===== src/rtl/hamming_pkg.sv =====
// Shared types, constants and Hamming(7,4) helpers for the serial injection link.
package hamming_pkg;

    localparam int         CW_W       = 7;
    localparam int         DATA_W     = 4;
    localparam logic [2:0] PAD_POS    = 3'd7;
    localparam logic [2:0] NO_ERR_POS = 3'd7;

    typedef enum logic [2:0] {
        SYNC_SETUP,
        SYNC_HI,
        SYNC_LO,
        IDLE,
        SETUP,
        HI,
        LO,
        DONE
    } link_state_t;

    function automatic logic [CW_W-1:0] encode74(input logic [DATA_W-1:0] d);
        logic [CW_W-1:0] cw;
        cw[0] = d[0] ^ d[1] ^ d[3];
        cw[1] = d[0] ^ d[2] ^ d[3];
        cw[2] = d[0];
        cw[3] = d[1] ^ d[2] ^ d[3];
        cw[4] = d[1];
        cw[5] = d[2];
        cw[6] = d[3];
        return cw;
    endfunction

    // Result is {s4,s2,s1}: zero for a clean word, otherwise the bad index plus one.
    function automatic logic [2:0] syndrome74(input logic [CW_W-1:0] r);
        logic s1;
        logic s2;
        logic s4;
        s1 = r[0] ^ r[2] ^ r[4] ^ r[6];
        s2 = r[1] ^ r[2] ^ r[5] ^ r[6];
        s4 = r[3] ^ r[4] ^ r[5] ^ r[6];
        return {s4, s2, s1};
    endfunction

endpackage


===== src/rtl/hamming74_decode.sv =====
// Combinational Hamming(7,4) decoder: syndrome plus single-bit-corrected nibble.
module hamming74_decode
    import hamming_pkg::*;
(
    input  logic [CW_W-1:0]   rx_word,
    output logic [2:0]        syndrome,
    output logic [DATA_W-1:0] data_corr
);

    logic [2:0]      syn;
    logic [CW_W-1:0] fixed;

    always_comb begin
        syn   = syndrome74(rx_word);
        fixed = rx_word;
        if (syn != 3'd0) begin
            fixed[syn - 3'd1] = ~fixed[syn - 3'd1];
        end
        syndrome  = syn;
        data_corr = {fixed[6], fixed[5], fixed[4], fixed[2]};
    end

endmodule


===== src/rtl/hamming_serial_link_ctrl.sv =====
// Sequencer for the strobe-clocked error-injection stage: encodes and serializes a nibble,
// captures the injector's returned word, decodes it, and realigns the injector after reset.
module hamming_serial_link_ctrl
    import hamming_pkg::*;
#(
    parameter bit SYNC_ON_RESET = 1'b1,
    parameter int SYNC_LIMIT    = 8
) (
    input  logic              clk,
    input  logic              rst_n,
    input  logic              in_valid,
    output logic              in_ready,
    input  logic [DATA_W-1:0] data_i,
    input  logic [2:0]        err_pos_i,
    output logic              d_ser,
    output logic              strobe_o,
    output logic [2:0]        error_pos_o,
    input  logic              d_ret,
    input  logic              strobe_ret,
    output logic              out_valid,
    input  logic              out_ready,
    output logic [CW_W-1:0]   rx_word,
    output logic [2:0]        syndrome,
    output logic [DATA_W-1:0] data_corr,
    output logic              sync_err,
    output logic              proto_err
);

    localparam int               CNT_W     = $clog2(SYNC_LIMIT + 1);
    localparam logic [CNT_W-1:0] SYNC_MAX  = CNT_W'(SYNC_LIMIT);
    localparam logic [3:0]       PAD_CNT   = {1'b0, PAD_POS};
    localparam logic [3:0]       LAST_DATA = PAD_CNT - 4'd1;
    localparam logic [3:0]       FRAME_END = PAD_CNT + 4'd1;
    localparam link_state_t      RESET_STATE = SYNC_ON_RESET ? SYNC_SETUP : IDLE;

    link_state_t       state, state_nxt;
    logic [CNT_W-1:0]  cnt, cnt_nxt;
    logic              sync_hit, sync_hit_nxt;
    logic [3:0]        bit_cnt, bit_cnt_nxt;
    logic [CW_W-2:0]   tx_sh, tx_nxt;
    logic [CW_W-1:0]   rx_sh, rx_nxt;
    logic              d_ser_nxt, strobe_nxt, in_ready_nxt, out_valid_nxt;
    logic              sync_err_nxt, proto_err_nxt;
    logic [2:0]        error_pos_nxt, syndrome_nxt;
    logic [CW_W-1:0]   rx_word_nxt, cw_new;
    logic [DATA_W-1:0] data_corr_nxt;
    logic [2:0]        dec_syndrome;
    logic [DATA_W-1:0] dec_data;

    assign cw_new = encode74(data_i);

    hamming74_decode u_decode (
        .rx_word   (rx_sh),
        .syndrome  (dec_syndrome),
        .data_corr (dec_data)
    );

    // Every output is a register; this block computes their next values alongside the state.
    always_comb begin
        state_nxt     = state;
        cnt_nxt       = cnt;
        sync_hit_nxt  = sync_hit;
        bit_cnt_nxt   = bit_cnt;
        tx_nxt        = tx_sh;
        rx_nxt        = rx_sh;
        d_ser_nxt     = d_ser;
        error_pos_nxt = error_pos_o;
        out_valid_nxt = out_valid;
        rx_word_nxt   = rx_word;
        syndrome_nxt  = syndrome;
        data_corr_nxt = data_corr;
        sync_err_nxt  = sync_err;
        proto_err_nxt = proto_err;

        case (state)
            SYNC_SETUP: begin
                d_ser_nxt     = 1'b0;
                error_pos_nxt = NO_ERR_POS;
                cnt_nxt       = '0;
                sync_hit_nxt  = 1'b0;
                state_nxt     = SYNC_HI;
            end
            // With d_ser=0 and error_pos=7 the injector only returns 1 on its pad slot.
            SYNC_HI: begin
                state_nxt    = SYNC_LO;
                sync_hit_nxt = d_ret;
                if (!d_ret) cnt_nxt = cnt + 1'b1;
                if (!strobe_ret) proto_err_nxt = 1'b1;
            end
            SYNC_LO: begin
                if (sync_hit) begin
                    state_nxt = IDLE;
                end else if (cnt == SYNC_MAX) begin
                    sync_err_nxt = 1'b1;
                    state_nxt    = IDLE;
                end else begin
                    state_nxt = SYNC_HI;
                end
            end
            IDLE: begin
                if (in_valid && in_ready) begin
                    tx_nxt        = cw_new[CW_W-2:0];
                    d_ser_nxt     = cw_new[CW_W-1];
                    error_pos_nxt = err_pos_i;
                    bit_cnt_nxt   = 4'd0;
                    state_nxt     = SETUP;
                end
            end
            SETUP: state_nxt = HI;
            // Falling strobe edge: capture, then present the next bit (or the pad, flip disabled).
            HI: begin
                state_nxt   = LO;
                bit_cnt_nxt = bit_cnt + 4'd1;
                if (!strobe_ret) proto_err_nxt = 1'b1;
                if (bit_cnt < PAD_CNT) rx_nxt = {rx_sh[CW_W-2:0], d_ret};
                if (bit_cnt < LAST_DATA) begin
                    d_ser_nxt = tx_sh[CW_W-2];
                    tx_nxt    = {tx_sh[CW_W-3:0], 1'b0};
                end else begin
                    d_ser_nxt = 1'b0;
                    if (bit_cnt == LAST_DATA) error_pos_nxt = 3'd0;
                end
            end
            LO: begin
                if (bit_cnt == FRAME_END) begin
                    state_nxt     = DONE;
                    out_valid_nxt = 1'b1;
                    rx_word_nxt   = rx_sh;
                    syndrome_nxt  = dec_syndrome;
                    data_corr_nxt = dec_data;
                end else begin
                    state_nxt = HI;
                end
            end
            DONE: begin
                if (out_ready) begin
                    out_valid_nxt = 1'b0;
                    state_nxt     = IDLE;
                end
            end
            default: state_nxt = RESET_STATE;
        endcase

        strobe_nxt   = (state_nxt == SYNC_HI) || (state_nxt == HI);
        in_ready_nxt = (state_nxt == IDLE);
    end

    always_ff @(posedge clk or negedge rst_n) begin
        if (!rst_n) begin
            state       <= RESET_STATE;
            cnt         <= '0;
            sync_hit    <= 1'b0;
            bit_cnt     <= 4'd0;
            tx_sh       <= '0;
            rx_sh       <= '0;
            in_ready    <= 1'b0;
            d_ser       <= 1'b0;
            strobe_o    <= 1'b0;
            error_pos_o <= 3'd0;
            out_valid   <= 1'b0;
            rx_word     <= '0;
            syndrome    <= 3'd0;
            data_corr   <= '0;
            sync_err    <= 1'b0;
            proto_err   <= 1'b0;
        end else begin
            state       <= state_nxt;
            cnt         <= cnt_nxt;
            sync_hit    <= sync_hit_nxt;
            bit_cnt     <= bit_cnt_nxt;
            tx_sh       <= tx_nxt;
            rx_sh       <= rx_nxt;
            in_ready    <= in_ready_nxt;
            d_ser       <= d_ser_nxt;
            strobe_o    <= strobe_nxt;
            error_pos_o <= error_pos_nxt;
            out_valid   <= out_valid_nxt;
            rx_word     <= rx_word_nxt;
            syndrome    <= syndrome_nxt;
            data_corr   <= data_corr_nxt;
            sync_err    <= sync_err_nxt;
            proto_err   <= proto_err_nxt;
        end
    end

endmodule


===== config.mk =====
export PLATFORM = sky130hd
export DESIGN_NAME = hamming_serial_link_ctrl
export DESIGN_NICKNAME = d
export VERILOG_FILES = /design/src/rtl/hamming_pkg.sv /design/src/rtl/hamming74_decode.sv /design/src/rtl/hamming_serial_link_ctrl.sv
export SDC_FILE = /design/constraint.sdc
export NUM_CORES = 1
export LEC_CHECK = 0
export CORE_UTILIZATION = 65
export DETAILED_ROUTE_END_ITERATION = 10
export DONT_BUFFER_PORTS = 1
export HOLD_SLACK_MARGIN = 0.12
export PLACE_DENSITY = 0.81
export SLEW_MARGIN = 10
export SYNTH_ARGS = -nofsm -noshare
export SYNTH_HDL_FRONTEND = slang
export SYNTH_SLANG_ARGS = --single-unit

===== constraint.sdc =====
create_clock -name clk -period 4.63 [get_ports clk]
set_clock_uncertainty 0.05 [all_clocks]
set_input_delay 0.6945 -clock clk [delete_from_list [all_inputs] [get_ports clk]]
set_output_delay 0.6945 -clock clk [all_outputs]
set_load 0.01 [all_outputs]

## Word-level counts from Yosys, hierarchy flattened

Cells that the tools add are included.

- Add/subtract/negate cells: 3
- $mul: 0
- Divide/modulo/power cells: 0
- Magnitude comparators: 4
- Eq/ne operators: 20
- Shift-type cells: 0
- Mux-type cells: 30
- Bitwise gates (word level): 18
- Reductions and logical operators: 20

Operator list:

| cell | count |
|---|---|
| case mux 3 bit (8 select lines) | 1 |
| case mux 4 bit (2 select lines) | 2 |
| equality test 3 bit, second input constant | 5 |
| 2-to-1 mux 3 bit | 5 |
| XOR 1 bit | 15 |
| != test 2 bit, second input constant | 7 |
| 2-to-1 mux 6 bit | 2 |
| case mux 6 bit (2 select lines) | 1 |
| AND reduction 2 bit | 6 |
| equality test 3 x 2 -> 1 bit, second input constant | 3 |
| case mux 3 bit (3 select lines) | 1 |
| AND reduction 3 bit | 3 |
| adder 4 x 1 -> 4 bit, second input constant | 2 |
| equality test 4 bit, second input constant | 2 |
| < comparator 4 x 3 -> 1 bit, second input constant | 2 |
| 2-to-1 mux 4 bit | 2 |
| bitwise mux 7 bit | 1 |
| 2-to-1 mux 7 bit | 1 |
| equality test 3 x 1 -> 1 bit, second input constant | 2 |
| 2-to-1 mux 1 bit | 6 |
| 2-to-1 mux 2 bit | 3 |
| nonzero test 2 bit | 3 |
| nonzero test 3 bit | 2 |
| equality test 4 x 3 -> 1 bit, second input constant | 1 |
| other kinds (13) | 17 |

- Register bits after elaboration: 48
- Latch bits: 0
- RAM bits: 0
- Memory bits (read-only): 0
- Bits of input ports: 13
- Output and inout bits: 23
- Word-level logic and storage cells: 111
- Memories kept: 0

## Logic depth before layout (Yosys ltp)

- Word-level depth: 10
- Gate-level depth with buffers: 10
- Mapped depth without buffers: 9

## Modules after synthesis

Synthesis repeated with hierarchy kept, for this count alone.

- Cell total of the unflattened synthesis: 227
- Area total of the unflattened synthesis: 2676.3 um^2

Modules (own cells, without submodules):

| module | times used | cells each | area an instance (um^2) |
|---|---|---|---|
| hamming_serial_link_ctrl | 1 | 185 | 2361.0 |
| hamming74_decode | 1 | 42 | 315.3 |

## Least setup slack after synthesis

OpenSTA, ideal clock, no wires.

- Kind: register to register
- Start point: register rx_sh[2]
- End point: register data_corr[3]
- Setup time: 77 ps
- Arrival: 2389 ps
- Setup slack: 2113 ps
- Stages on the path, launching flop included: 11
- Path through: dfrtp_1 clkbuf_1 xor2_1 xnor2_1 ha_1 ha_1 ha_1 or4_4 nor2_1 a21oi_1 a21oi_1

- Word-level cells in the longest chain between the ends: 10

Ends and longest elaborated chain:

| element | line | RTL |
|---|---|---|
| start, declared | hamming_serial_link_ctrl.sv:41 | `logic [CW_W-1:0] rx_sh, rx_nxt;` |
| start signal, assigned | hamming_serial_link_ctrl.sv:172 | `rx_sh <= rx_nxt;` |
| XOR 1 bit, on equally long branches (3 in a row) | hamming_pkg.sv:37, hamming_pkg.sv:38 |  |
| subtractor 3 x 1 -> 3 bit | hamming74_decode.sv:17 | `fixed[syn - 3'd1] = ~fixed[syn - 3'd1];` |
| < comparator 3 x 4 -> 1 bit (implied by the code) / >= comparator 3 x 1 -> 1 bit (equally long branches) | hamming74_decode.sv:17 |  |
| logical AND 1 bit (implied by the code) | hamming74_decode.sv:17 |  |
| 2-to-1 mux 1 bit (implied by the code) | hamming74_decode.sv:17 |  |
| demux 1 bit (select 3 bit) | -- |  |
| bitwise mux 7 bit | hamming74_decode.sv:17 |  |
| 2-to-1 mux 7 bit * | hamming74_decode.sv:16 | `if (syn != 3'd0) begin` |
| end signal, assigned | hamming_serial_link_ctrl.sv:180 | `data_corr <= data_corr_nxt;` |
| end, declared | hamming_serial_link_ctrl.sv:24 | `output logic [DATA_W-1:0] data_corr,` |

Every way passes the cells marked *; elsewhere a longest branch is shown, timed or not. The select of a mux whose other input is x is not followed.
A chain may end at the register's enable or synchronous reset.

## Final worst setup path

- Start point: register rx_sh[4]
- End point: register data_corr[3]

- Word-level cells in the longest chain between the ends: 10

Ends and longest elaborated chain:

| element | line | RTL |
|---|---|---|
| XOR 1 bit (3 in a row) | hamming_pkg.sv:39 | `s4 = r[3] ^ r[4] ^ r[5] ^ r[6];` |
| subtractor 3 x 1 -> 3 bit | hamming74_decode.sv:17 |  |
| < comparator 3 x 4 -> 1 bit (implied by the code) / >= comparator 3 x 1 -> 1 bit (equally long branches) | hamming74_decode.sv:17 |  |
| logical AND 1 bit (implied by the code) | hamming74_decode.sv:17 |  |
| 2-to-1 mux 1 bit (implied by the code) | hamming74_decode.sv:17 |  |
| demux 1 bit (select 3 bit) | -- |  |
| bitwise mux 7 bit | hamming74_decode.sv:17 |  |
| 2-to-1 mux 7 bit * | hamming74_decode.sv:16 |  |

Marks and branches as above.

==> impl_metrics.ini <==
[status]
status = finished, final reports clean

[timing]
max_freq_mhz = 359
period_needed_ps = 2780
fin_crit_sh_pct = 60.1
setup_tns_ps = 0
relSlewSlack_pct = 49.5
rsz0062_at_grt = false
final-max-slew-violation-count = 0
setup_viol = 0
worst_pin_slew_ps = 758
hold_viol = 0

[cts]
clock_tree.buffer_depth = 2
hold_buffers = 1
cts_tree = yes
cts_sinks = 48
h-tree-depth = 2
insertion_delay_ps = 310
post_cts_buffers = 0
cts_resized = 0
ctsRootBufferMaster = clkbuf_8
cts.clk_slew.worst_paths_ps = 90
numCtsBuffers = 5

[critical_path]
critPathBufInv = 0
slowest_stage = or4_4
worstSetupStartpointType = flip-flop
path_class = reg2reg
required_ps = 4750
path_delay_family = adder cells
r2r-start = rx_sh[4]$_DFFE_PN0P_
arrival_ps = 2910
critPathCaptureType = flip-flop
crit_fanout = 9
cpPeakStageDelay_ps = 510
critPathMostFrequentCell = ha_1
critPathLaunch = rx_sh[4]$_DFFE_PN0P_
crit_chain = xor2_1 > xnor2_1 > ha_1 > ha_1 > ha_1 > or4_4 > a21oi_1 > a21oi_1

[yosys]
synthTopCellsByArea = dfrtp_1 (47%), mux2_2 (5.8%), ha_1 (4.0%)
synth_ff_type = dfrtp_1
yosysSeqAreaShare_pct = 47.4
yosysTopAreaCellShare_pct = 47.4
synth.net_count = 259
syn_inst = 238
synth_cell_types = 45
ys_ff_latch = 48
async_flop_share_pct = 100
synth-edff-count = 0
synth_area_leader_cell = dfrtp_1
yosysWarnings = 0
synth.cell_area_um2 = 2530
syn_avg_cell_area_um2 = 10.6

[pwr]
cellLeakagePower_nw = 1.23
p_total_mw = 2.14
power_density_nw_per_um2 = 802
peakVddDrop_v = 0.000434

[layout]
ff_latch_area_um2 = 1200
drive_gt1_share_pct = 14.5
multi_input_area_um2 = 1230
diodes = 0
num-fill-cells = 262
fin_nets = 255
syn_to_final_growth_pct = 5.28

[global_routing]
grt_pass1_wl_um = 8610
grt_antenna_before_repair = 0
grtUsageTotal_pct = 27.8
grt_pass1_vias = 1779
overflow = 0
grt_max_degree = 49

[route]
dr.pass1.iters = 5
drc_errors = 0
initialDrtViolationCount = 115
ant_nets = 0
dr_total_vias = 1762
wire_per_inst_um = 17.9
finalWirelength_um = 5060
viasPerCell = 6.23

[die]
dieWidth_um = 64.4
die_h_um = 64.4
initial_core_util_pct = 68.7
row_count = 22
coreArea_um2 = 3690
die-area_um2 = 4150
ios = 36

[flow_run]
maxCapViolCount = 0

[hold_path]
hp-class = in2async

[placement]
place_congestion = 0.810
port_buffers = 0
dp.final_hpwl_um = 3470
==> cells by family after synthesis <==
kind of cell	after synthesis	share of synthesized area, %
buffers and inverters	19	3.90
adder cells (fa/ha/maj)	8	3.95
multiplexers	26	11.9
flip-flops	48	47.4
XOR/XNOR	12	4.15
AO/OA/AOI/OAI	47	11.6
AND/OR/NAND/NOR	78	17.1
==> per-stage QoR <==
step | hold WS (ps) | setup slack [ps] | instance area (um^2) | utilization [%] | instances
CTS | 177 | 1870 | 2670 | 72.3 | 283
global route | 169 | 1590 | 2670 | 72.3 | 283
finish | 167 | 1850 | 2670 | 72.3 | 283
detailed placement | 350 | 1890 | 2520 | 68.4 | 274
floorplan | 349 | 2110 | 2530 | - | 238
global placement | 350 | 1990 | 2520 | 68.4 | 274
==> layout by cell type, fill, tap and decap left out, drive strengths merged <==
master / instances
dfrtp: 48
nand2: 26
mux2: 18
o21ai: 16
a21oi: 14
nor2: 11
xnor2: 9
inv: 9
mux2i: 8
ha: 8
nor3: 6
a22o: 6
nor2b: 6
clkbuf: 5
nand3b: 5
nand3: 4
and4b: 3
nand2b: 3
xor2: 3
a21o: 3
nor4b: 3
and2: 2
o41ai: 2
or2: 2
and3b: 1
a31o: 1
a211oi: 1
nand4: 1
or4: 1
nor3b: 1
nand4b: 1
and4bb: 1
a22oi: 1
o31ai: 1
a31oi: 1
a311o: 1
and3: 1
bufinv: 1
buf: 1
==> synthesized netlist by cell type (6+ instances only) <==
library cell / instances
mux2i_1: 8
nand2_1: 26
inv_1: 7
nor2b_1: 6
ha_1: 8
mux2_2: 13
nor2_1: 11
a22o_1: 6
a21oi_1: 14
dfrtp_1: 48
xnor2_1: 9
nor3_1: 6
o21ai_0: 12
buf_2: 7
==> layout make-up <==
class / instances / area share (%)
timing repair buffer: 1 / 1.03
sequential: 48 / 45.0
tap: 48 / 2.25
clock inverter: 3 / 1.88
clock buffer: 5 / 2.58
inverter: 7 / 0.985
multi-input combinational: 171 / 46.2
==> state kept, by name, summed over array words and instances, names as in the netlist <==
name / cells
data_corr: 4
strobe_o: 1
bit_cnt: 4
rx_sh: 7
d_ser: 1
in_ready: 1
syndrome: 3
proto_err: 1
state: 3
sync_hit: 1
tx_sh: 6
sync_err: 1
error_pos_o: 3
cnt: 4
rx_word: 7
out_valid: 1
==> per-layer routing <==
layer / wire (um) / part of all wire, % / track usage [%]
met1: 2110 / 42 / 35.1
met2: 2570 / 51 / 45.4
met3: 275 / 5.4 / 7.57
met4: 108 / 2.1 / 11.4
met5: 0 / 0 / 0
==> power breakdown <==
| part | leakage, nW | internal [mW] | total, mW | switching, mW |
|---|---|---|---|---|
| combinational | 0.570 | 0.481 | 1.04 | 0.558 |
| clock | 0.0607 | 0.167 | 0.319 | 0.152 |
| sequential | 0.603 | 0.563 | 0.782 | 0.218 |
| total | 1.23 | 1.21 | 2.14 | 0.928 |
==> final timing paths <==
kind                                       endpoint  slack, ps  depth (start not counted)
max in group asynchronous    rx_word[5]$_DFFE_PN0P_       4150                          1
hold / removal                 tx_sh[0]$_DFFE_PN0P_        170                          1
setup / recovery           data_corr[3]$_DFFE_PN0P_       1850                          8
setup reg to reg           data_corr[3]$_DFFE_PN0P_       1850                          8
min in group clk               tx_sh[4]$_DFFE_PN0P_        460                          2
hold reg to reg                tx_sh[4]$_DFFE_PN0P_        460                          2
No activity file was read; power rests on OpenSTA's default activity.
